`src/rtl/fetch_ctrl.sv`:
```
// Instruction fetch controller: one outstanding memory request, registered delivery, PC redirect.
// Optional build macro FETCH_ALIGN_CHECK_EN halts on a misaligned redirect target and raises o_fault.
module fetch_ctrl #(
    parameter logic [31:0] RESET_PC = 32'h0000_0000,
    parameter int unsigned PC_STEP  = 4
) (
    input  logic        i_clock,
    input  logic        i_resetn,
    output logic        o_imemReq,
    output logic [31:0] o_imemAddr,
    input  logic        i_imemGnt,
    input  logic        i_imemValid,
    input  logic [31:0] i_imemData,
    output logic        o_instrValid,
    output logic [31:0] o_instr,
    output logic [31:0] o_instrPC,
    input  logic        i_instrReady,
    input  logic        i_redirect,
    input  logic [31:0] i_redirectPC,
    output logic        o_fault
);

    typedef enum logic [2:0] {
        IDLE,
        REQ,
        RESP,
        HOLD,
        DROP,
        HALT
    } state_t;

    state_t      state;
    logic [31:0] pc;
    logic        redirect_bad;

`ifdef FETCH_ALIGN_CHECK_EN
    logic fault_q;

    assign redirect_bad = i_redirect && (i_redirectPC[1:0] != 2'b00);
    assign o_fault      = fault_q;
`else
    assign redirect_bad = 1'b0;
    assign o_fault      = 1'b0;
`endif

    assign o_imemAddr = pc;

    // A granted request always has a response on its way, so any redirect that
    // cuts it off routes through DROP (or straight to REQ if the response is here now).
    always_ff @(posedge i_clock or negedge i_resetn) begin
        if (!i_resetn) begin
            state        <= IDLE;
            pc           <= RESET_PC;
            o_imemReq    <= 1'b0;
            o_instrValid <= 1'b0;
            o_instr      <= 32'h0000_0000;
            o_instrPC    <= 32'h0000_0000;
`ifdef FETCH_ALIGN_CHECK_EN
            fault_q      <= 1'b0;
`endif
        end else if (redirect_bad && (state != IDLE) && (state != HALT)) begin
            state        <= HALT;
            o_imemReq    <= 1'b0;
            o_instrValid <= 1'b0;
`ifdef FETCH_ALIGN_CHECK_EN
            fault_q      <= 1'b1;
`endif
        end else begin
            case (state)
                IDLE: begin
                    state     <= REQ;
                    o_imemReq <= 1'b1;
                end
                REQ: begin
                    if (i_redirect) begin
                        pc <= i_redirectPC;
                        if (i_imemGnt) begin
                            state     <= DROP;
                            o_imemReq <= 1'b0;
                        end
                    end else if (i_imemGnt) begin
                        state     <= RESP;
                        o_imemReq <= 1'b0;
                    end
                end
                RESP: begin
                    if (i_redirect) begin
                        pc <= i_redirectPC;
                        if (i_imemValid) begin
                            state     <= REQ;
                            o_imemReq <= 1'b1;
                        end else begin
                            state <= DROP;
                        end
                    end else if (i_imemValid) begin
                        state        <= HOLD;
                        o_instr      <= i_imemData;
                        o_instrPC    <= pc;
                        o_instrValid <= 1'b1;
                    end
                end
                HOLD: begin
                    if (i_redirect) begin
                        pc           <= i_redirectPC;
                        state        <= REQ;
                        o_imemReq    <= 1'b1;
                        o_instrValid <= 1'b0;
                    end else if (i_instrReady) begin
                        pc           <= pc + 32'(PC_STEP);
                        state        <= REQ;
                        o_imemReq    <= 1'b1;
                        o_instrValid <= 1'b0;
                    end
                end
                DROP: begin
                    // Leaving on the discarded response even if a redirect arrives with it avoids waiting forever.
                    if (i_redirect) begin
                        pc <= i_redirectPC;
                    end
                    if (i_imemValid) begin
                        state     <= REQ;
                        o_imemReq <= 1'b1;
                    end
                end
                HALT: begin
                    state        <= HALT;
                    o_imemReq    <= 1'b0;
                    o_instrValid <= 1'b0;
                end
                default: begin
                    state        <= IDLE;
                    o_imemReq    <= 1'b0;
                    o_instrValid <= 1'b0;
                end
            endcase
        end
    end

endmodule

```
`config.mk`:
```
export PLATFORM = sky130hd
export DESIGN_NAME = fetch_ctrl
export DESIGN_NICKNAME = d
export VERILOG_FILES = /design/src/rtl/fetch_ctrl.sv
export SDC_FILE = /design/constraint.sdc
export NUM_CORES = 1
export LEC_CHECK = 0
export CORE_MARGIN = 8
export CORE_UTILIZATION = 55
export DETAILED_ROUTE_END_ITERATION = 7
export DONT_BUFFER_PORTS = 1
export HOLD_SLACK_MARGIN = 0.12
export PLACE_DENSITY = 0.7
export SYNTH_ARGS = -nofsm -noshare
export SYNTH_HDL_FRONTEND = slang
export SYNTH_SLANG_ARGS = --single-unit
```
`constraint.sdc`:
```
create_clock -name i_clock -period 2.4 [get_ports i_clock]
set_input_delay 0.36 -clock i_clock [delete_from_list [all_inputs] [get_ports i_clock]]
set_output_delay 0.36 -clock i_clock [all_outputs]
set_load 0.01 [all_outputs]
```
==> impl_metrics.yaml, run 1 <==
status:
  result_of_the_run: "finished, violations left"
  violations: "negative hold slack"
die:
  floorplan.die.width_um: 109
  core_mm2: 0.00855
  die_area_mm2: 0.0118
  rows: 34
  die_height_um: 109
  ports_placed_on_the_boundary: 169
  start_util_pct: 55.4
sta:
  final-max-slew-violation-count: 0
  setup-tns-final_ns: 0
  final_setup_violation_count: 0
  hold_viol_final: 101
  rsz0062_at_grt: "false"
  period_needed_ns: 2.12
  whs_ns: -0.323
  post-route-worst-setup-slack_ns: 0.277
  clock_skew_ns: 0.0105
  fmax_ghz: 0.471
  min_period_over_period_pct: 88.4
setup_path:
  worstPathArrival_ns: 2.37
  cp-end-kind: "flop"
  worst_setup_path_start_kind: "flop"
  worst_r2r_path_cells: 6
  worstPathCellList: "inv_1 -> a211o_1 -> buf_4 -> or3_1 -> o21ai_0 -> a21oi_1"
  max_stage_delay_ns: 0.57
  cp.required_ns: 2.64
  crit_path_max_fanout: 13
  cpMaxStageDelayCell: "sky130_fd_sc_hd__dfrtp_1"
  timing.setup.critical_path_class: "flop to flop"
clock_tree:
  tritoncts: "done"
  clock_network_latency_to_the_later_pin_of_the_worst_skew_pair_ns: 0.36
  cts.root.buffer_cell: "sky130_fd_sc_hd__clkbuf_8"
  number_of_buffers_added_by_the_clock_tree_synthesis_step: 9
  clk_transition_reported_paths_ns: 0.10
  clock_tree.buffer_depth: 2
  clock_sink_count: 101
  setup_bufs_post_cts: 0
  htree_levels: 3
power:
  total_leakage_power_nw: 2.29
  power.total_mw: 7.10
  power.switching_fraction_pct: 42.2
  power.share.clock_pct: 16.2
  cell_internal_pwr_mw: 4.11
  p_per_area_mw_per_mm2: 1370
  power.switching_mw: 3.00
  max-vdd-ir-drop_uv: 603
  combinationalPowerShare_pct: 33.4
  power.sequential.fraction_pct: 50.4
global_route:
  grt_busiest_layer: "met2"
  grt_antenna_before_repair: 0
  met2_usage_pct: 32.5
  overflow: 0
  gr-usage-all-layers_pct: 20.3
  use_met1_pct: 24.1
  grt_pass1_vias: 3547
  grt_pass1_wl_mm: 18.8
  grt_start_max_net_pins: 102
  use_met3_pct: 7.74
placed_design:
  global_placement_routability_congestion: 0.836
  dp.final_hpwl_mm: 8.86
  place.port_buffers: 0
  dpl_worst_slack_ns: 0.296
yosys:
  xor_and_xnor_fraction_of_the_mapped_netlist_area_pct: 0.185
  async_flop_share_pct: 100
  dominantRegCellSynth: "sky130_fd_sc_hd__dfrtp_1"
  synth-adder-area-share_pct: 0.264
  post-synth-top-area-cell: "sky130_fd_sc_hd__dfrtp_1"
  synth_enable_flop_cells: 0
  postSynthRegisterBits: 101
  synth_top_family_by_area: "simple AND/OR/NAND/NOR gates"
  syn_area_per_cell_um2: 11.0
  ys_seq_area_share_pct: 53.4
  syn-cell-area_mm2: 0.00474
  netlist-cell-type-count: 59
  synth_compound_gate_area_share_pct: 12.9
  yosys-mux-area-fraction_pct: 14.9
  number_of_synthesis_warnings: 0
  post_synth_main_area_contributors: "sky130_fd_sc_hd__dfrtp_1, sky130_fd_sc_hd__mux2_2, sky130_fd_sc_hd__nand3_1, sky130_fd_sc_hd__o21ai_0, sky130_fd_sc_hd__nand2_1"
  synth_simple_gate_area_share_pct: 15.1
  mappedNetlistNets: 501
  post_synth_top_area_share_pct: 53.4
  synth_cells: 430
route:
  count_of_routing_violations_after_the_opening_detailed_route_iteration: 359
  drtAntennaViolNets: 0
  drt-vias-per-instance: 6.43
  via_count: 3552
  dr.pass1.iters: 5
  routed_wirelength_mm: 12.1
  post-route-drc-count: 0
  wire_per_inst_um: 21.9
layout:
  area_growth_pct: 9.56
  final_cell_mix: "sky130_fd_sc_hd__dfrtp_1, sky130_fd_sc_hd__mux2_2, sky130_fd_sc_hd__nand2_1"
  final_layout_size_suffix_gt1_share_pct: 23.2
  number_of_antenna_diodes: 0
  mostFrequentLayoutCell: "sky130_fd_sc_hd__dfrtp_1"
  filler_cell_count: 675
  final_nets: 510
  multi_input_area_mm2: 0.00207
  register_area_mm2: 0.00253
flow_run:
  max-cap-violations: 0
worst_hold_path:
  hold_path.class: "primary input to asynchronous set/reset pin"
==> state kept, by name, summed over array words and instances, names as in the netlist <==
signal / count
o_instrPC: 32
o_instr: 32
o_imemAddr: 32
o_imemReq: 1
state: 3
o_instrValid: 1
==> cells in the mapped netlist (all sizes together) (2+ instances only) <==
cell / n
and3: 5
or3: 3
or4: 5
o32ai: 2
a22oi: 8
nor3b: 2
nor4: 2
buf: 17
nand2: 34
nand3b: 2
mux2i: 3
dfrtp: 101
a211oi: 3
and4: 3
o311ai: 6
mux2: 60
a21oi: 24
clkbuf: 10
nor2b: 3
nand3: 29
nand4: 15
o21ai: 26
nor2: 26
nor3: 4
inv: 7
a221o: 3
a31oi: 4
o211ai: 3
o31ai: 2
==> per-layer routing <==
layer  wire length (µm)  share of wire, %
met1               4820                40
met2               5530                46
met3               1470                12
met4                301               2.5
met5                  0                 0
==> logic make-up after synthesis <==
kind of cell	Yosys count
AND/OR/NAND/NOR	136
flip-flops	101
AO/OA/AOI/OAI	93
multiplexers	63
buffers and inverters	34
adder cells (fa/ha/maj)	1
other	1
XOR/XNOR	1
==> critical path: cells and delay by family (launching register included) <==
family                 cells  cell delay (ns)
DFF                        1             0.57
and+or+nand+nor            1             0.36
buffers and inverters      2             0.44
AOI/OAI and AO/OA          3             0.64
==> timing repair <==
item | in CTS | in global routing
gates resized for setup | 0 | 0
hold buffers | 4 | 3
hold endpoints to repair | 105 | 104
==> power by group through the flow <==
stage | Combinational (mW) | Clock [mW] | Sequential (mW)
after CTS | 2.37 | 1.19 | 3.60
after detailed placement | 2.36 | 0 | 3.64
after global placement | 2.28 | 0 | 3.60
final | 2.37 | 1.15 | 3.58
after global routing | 2.65 | 1.26 | 3.71
after floorplan | 1.76 | 0 | 3.35
==> layout make-up <==
class                      instances  share of cell area, %
timing repair buffer              25                   4.19
multi-input combinational        295                   39.9
clock inverter                     6                   1.66
tap                              108                   2.60
inverter                           7                  0.506
sequential                       101                   48.7
clock buffer                      10                   2.46
==> path summary, 6_finish.rpt <==
path | startpoint | end | slack (ns)
max | state[1] | o_imemAddr[8] | 0.28
min | i_resetn | o_instr[3] | -0.32
max reg2reg | state[1] | o_imemAddr[8] | 0.28
min reg2reg | o_instrPC[11] | o_instrPC[11] | 0.56
max in group asynchronous | i_resetn | o_imemAddr[18] | 2.56
min in group i_clock | i_redirectPC[13] | o_imemAddr[13] | 0.14
==> per-stage QoR <==
| step | std cells | cell area [µm²] | hold WS, ns | utilization, % |
|---|---|---|---|---|
| final | 552 | 5190 | -0.323 | 60.7 |
| after global placement | 529 | 4910 | 0.0673 | 57.4 |
| after floorplan | 430 | 4740 | 0.0644 | - |
| after global routing | 552 | 5190 | -0.350 | 60.7 |
| after detailed placement | 529 | 4910 | 0.0671 | 57.4 |
| after CTS | 549 | 5160 | -0.329 | 60.3 |
(Power assumes the default switching activity.)
==> run 2: changes to the inputs <==
--- a/config.mk
+++ b/config.mk
@@ -7,6 +7,7 @@
 export LEC_CHECK = 0
 export CORE_MARGIN = 8
 export CORE_UTILIZATION = 55
+export CTS_BUF_LIST = sky130_fd_sc_hd__clkbuf_8
 export DETAILED_ROUTE_END_ITERATION = 7
 export DONT_BUFFER_PORTS = 1
 export HOLD_SLACK_MARGIN = 0.12
==> run 2 against run 1 <==
  * The flow still finishes with violations (negative hold slack)
  * Die area unchanged
  * Register-to-register slack worse by 0.02 ns
  * First-iteration DRC count down 16%
  * Critical path type unchanged
  * Highest routed layer unchanged
==> impl_metrics.yaml, run 2 (same netlist as run 1, synthesis figures left out) <==
global_route:
  grt_pass1_wl_mm: 18.8
  overflow: 0
  grt_antenna_before_repair: 0
  grt_start_max_net_pins: 102
  gr-usage-all-layers_pct: 20.3
  grt_pass1_vias: 3547
die:
  die_area_mm2: 0.0118
  rows: 34
  floorplan.die.width_um: 109
  die_height_um: 109
  start_util_pct: 55.4
  core_mm2: 0.00855
  ports_placed_on_the_boundary: 169
route:
  post-route-drc-count: 0
  drt-vias-per-instance: 6.49
  dr.pass1.iters: 5
  routed_wirelength_mm: 12.1
  drtAntennaViolNets: 0
  via_count: 3585
  count_of_routing_violations_after_the_opening_detailed_route_iteration: 303
  wire_per_inst_um: 21.9
sta:
  clock_skew_ns: 0.0107
  final_setup_violation_count: 0
  min_period_over_period_pct: 89.1
  setup-tns-final_ns: 0
  rsz0062_at_grt: "false"
  whs_ns: -0.321
  hold_viol_final: 101
  fmax_ghz: 0.468
  final-max-slew-violation-count: 0
  period_needed_ns: 2.14
  post-route-worst-setup-slack_ns: 0.262
setup_path:
  timing.setup.critical_path_class: "flop to flop"
  cp-end-kind: "flop"
  crit_path_max_fanout: 13
  cp.required_ns: 2.64
  crit_start: "state[1]"
  worstPathArrival_ns: 2.38
  rr_startpoint: "state[1]"
  worst_setup_path_start_kind: "flop"
power:
  p_per_area_mw_per_mm2: 1370
  max-vdd-ir-drop_uv: 601
  power.total_mw: 7.09
  total_leakage_power_nw: 2.29
status:
  violations: "negative hold slack"
  result_of_the_run: "finished, violations left"
placed_design:
  global_placement_routability_congestion: 0.836
  numPlacedInstances: 529
  dpl-instance-area_mm2: 0.00491
  dpl_worst_slack_ns: 0.296
  dp.final_hpwl_mm: 8.86
  place.port_buffers: 0
clock_tree:
  clk_transition_reported_paths_ns: 0.10
  resized_gates_after_cts: 0
  clock_sink_count: 101
  htree_levels: 3
  number_of_buffers_added_by_the_clock_tree_synthesis_step: 9
  tritoncts: "done"
  cts.root.buffer_cell: "sky130_fd_sc_hd__clkbuf_8"
  setup_bufs_post_cts: 0
  clock_tree.buffer_depth: 2
  clock_network_latency_to_the_later_pin_of_the_worst_skew_pair_ns: 0.36
layout:
  number_of_antenna_diodes: 0
  final_cell_mix: "sky130_fd_sc_hd__dfrtp_1, sky130_fd_sc_hd__mux2_2, sky130_fd_sc_hd__nand2_1"
  fin_cells: 552
  utilization_pct: 60.7
  finish.instance_area_mm2: 0.00519
  final_nets: 510
  final_layout_size_suffix_gt1_share_pct: 23.2
  mostFrequentLayoutCell: "sky130_fd_sc_hd__dfrtp_1"
  area_growth_pct: 9.56
  filler_cell_count: 675
worst_hold_path:
  hold_path.class: "primary input to asynchronous set/reset pin"
flow_run:
  max-cap-violations: 0
[run 2: final timing paths]
check	to	slack (ns)	cells past startpoint
worst max-delay path	o_imemAddr[8]	0.26	6
worst min-delay path	o_instr[3]	-0.32	0
worst max register to register	o_imemAddr[8]	0.26	6
worst min register to register	o_instrPC[11]	0.56	2
max in group asynchronous	o_imemAddr[18]	2.55	0
min in group i_clock	o_imemAddr[13]	0.14	1
[run 2: worst max-delay path, stage by stage, from the launching register on]
cell	delay [ns]
sky130_fd_sc_hd__dfrtp_1	0.57
sky130_fd_sc_hd__inv_1	0.22
sky130_fd_sc_hd__a211o_1	0.47
sky130_fd_sc_hd__buf_4	0.23
sky130_fd_sc_hd__or3_1	0.36
sky130_fd_sc_hd__o21ai_0	0.08
sky130_fd_sc_hd__a21oi_1	0.09
[run 2: final cells by class]
type	count	area (µm²)	share of cell area, %
inverter	7	26.3	0.506
clock buffer	9	124	2.39
tap	108	135	2.60
timing repair buffer	25	218	4.19
clock inverter	7	90.1	1.74
multi-input combinational	295	2070	39.9
sequential	101	2530	48.7
[run 2: metal layers]
| metal | GRT usage, % | routed length (µm) | up-vias |
|---|---|---|---|
| li1 | - | - | 1612 |
| met2 | 32.5 | 5550 | 187 |
| met5 | 0 | 0 | - |
| met3 | 7.74 | 1490 | 20 |
| met1 | 24.1 | 4760 | 1766 |
| met4 | 8.31 | 311 | 0 |
[run 2: repair_timing]
action	in CTS	in global routing
hold buffers	4	3
endpoints found under the setup margin	0	0
endpoints found under the hold margin	105	104
[run 2: power breakdown]
group	internal (mW)	total, mW	switching [mW]
Combinational	1.08	2.37	1.28
Sequential	2.43	3.58	1.14
Clock	0.584	1.15	0.565
Total	4.10	7.09	2.99
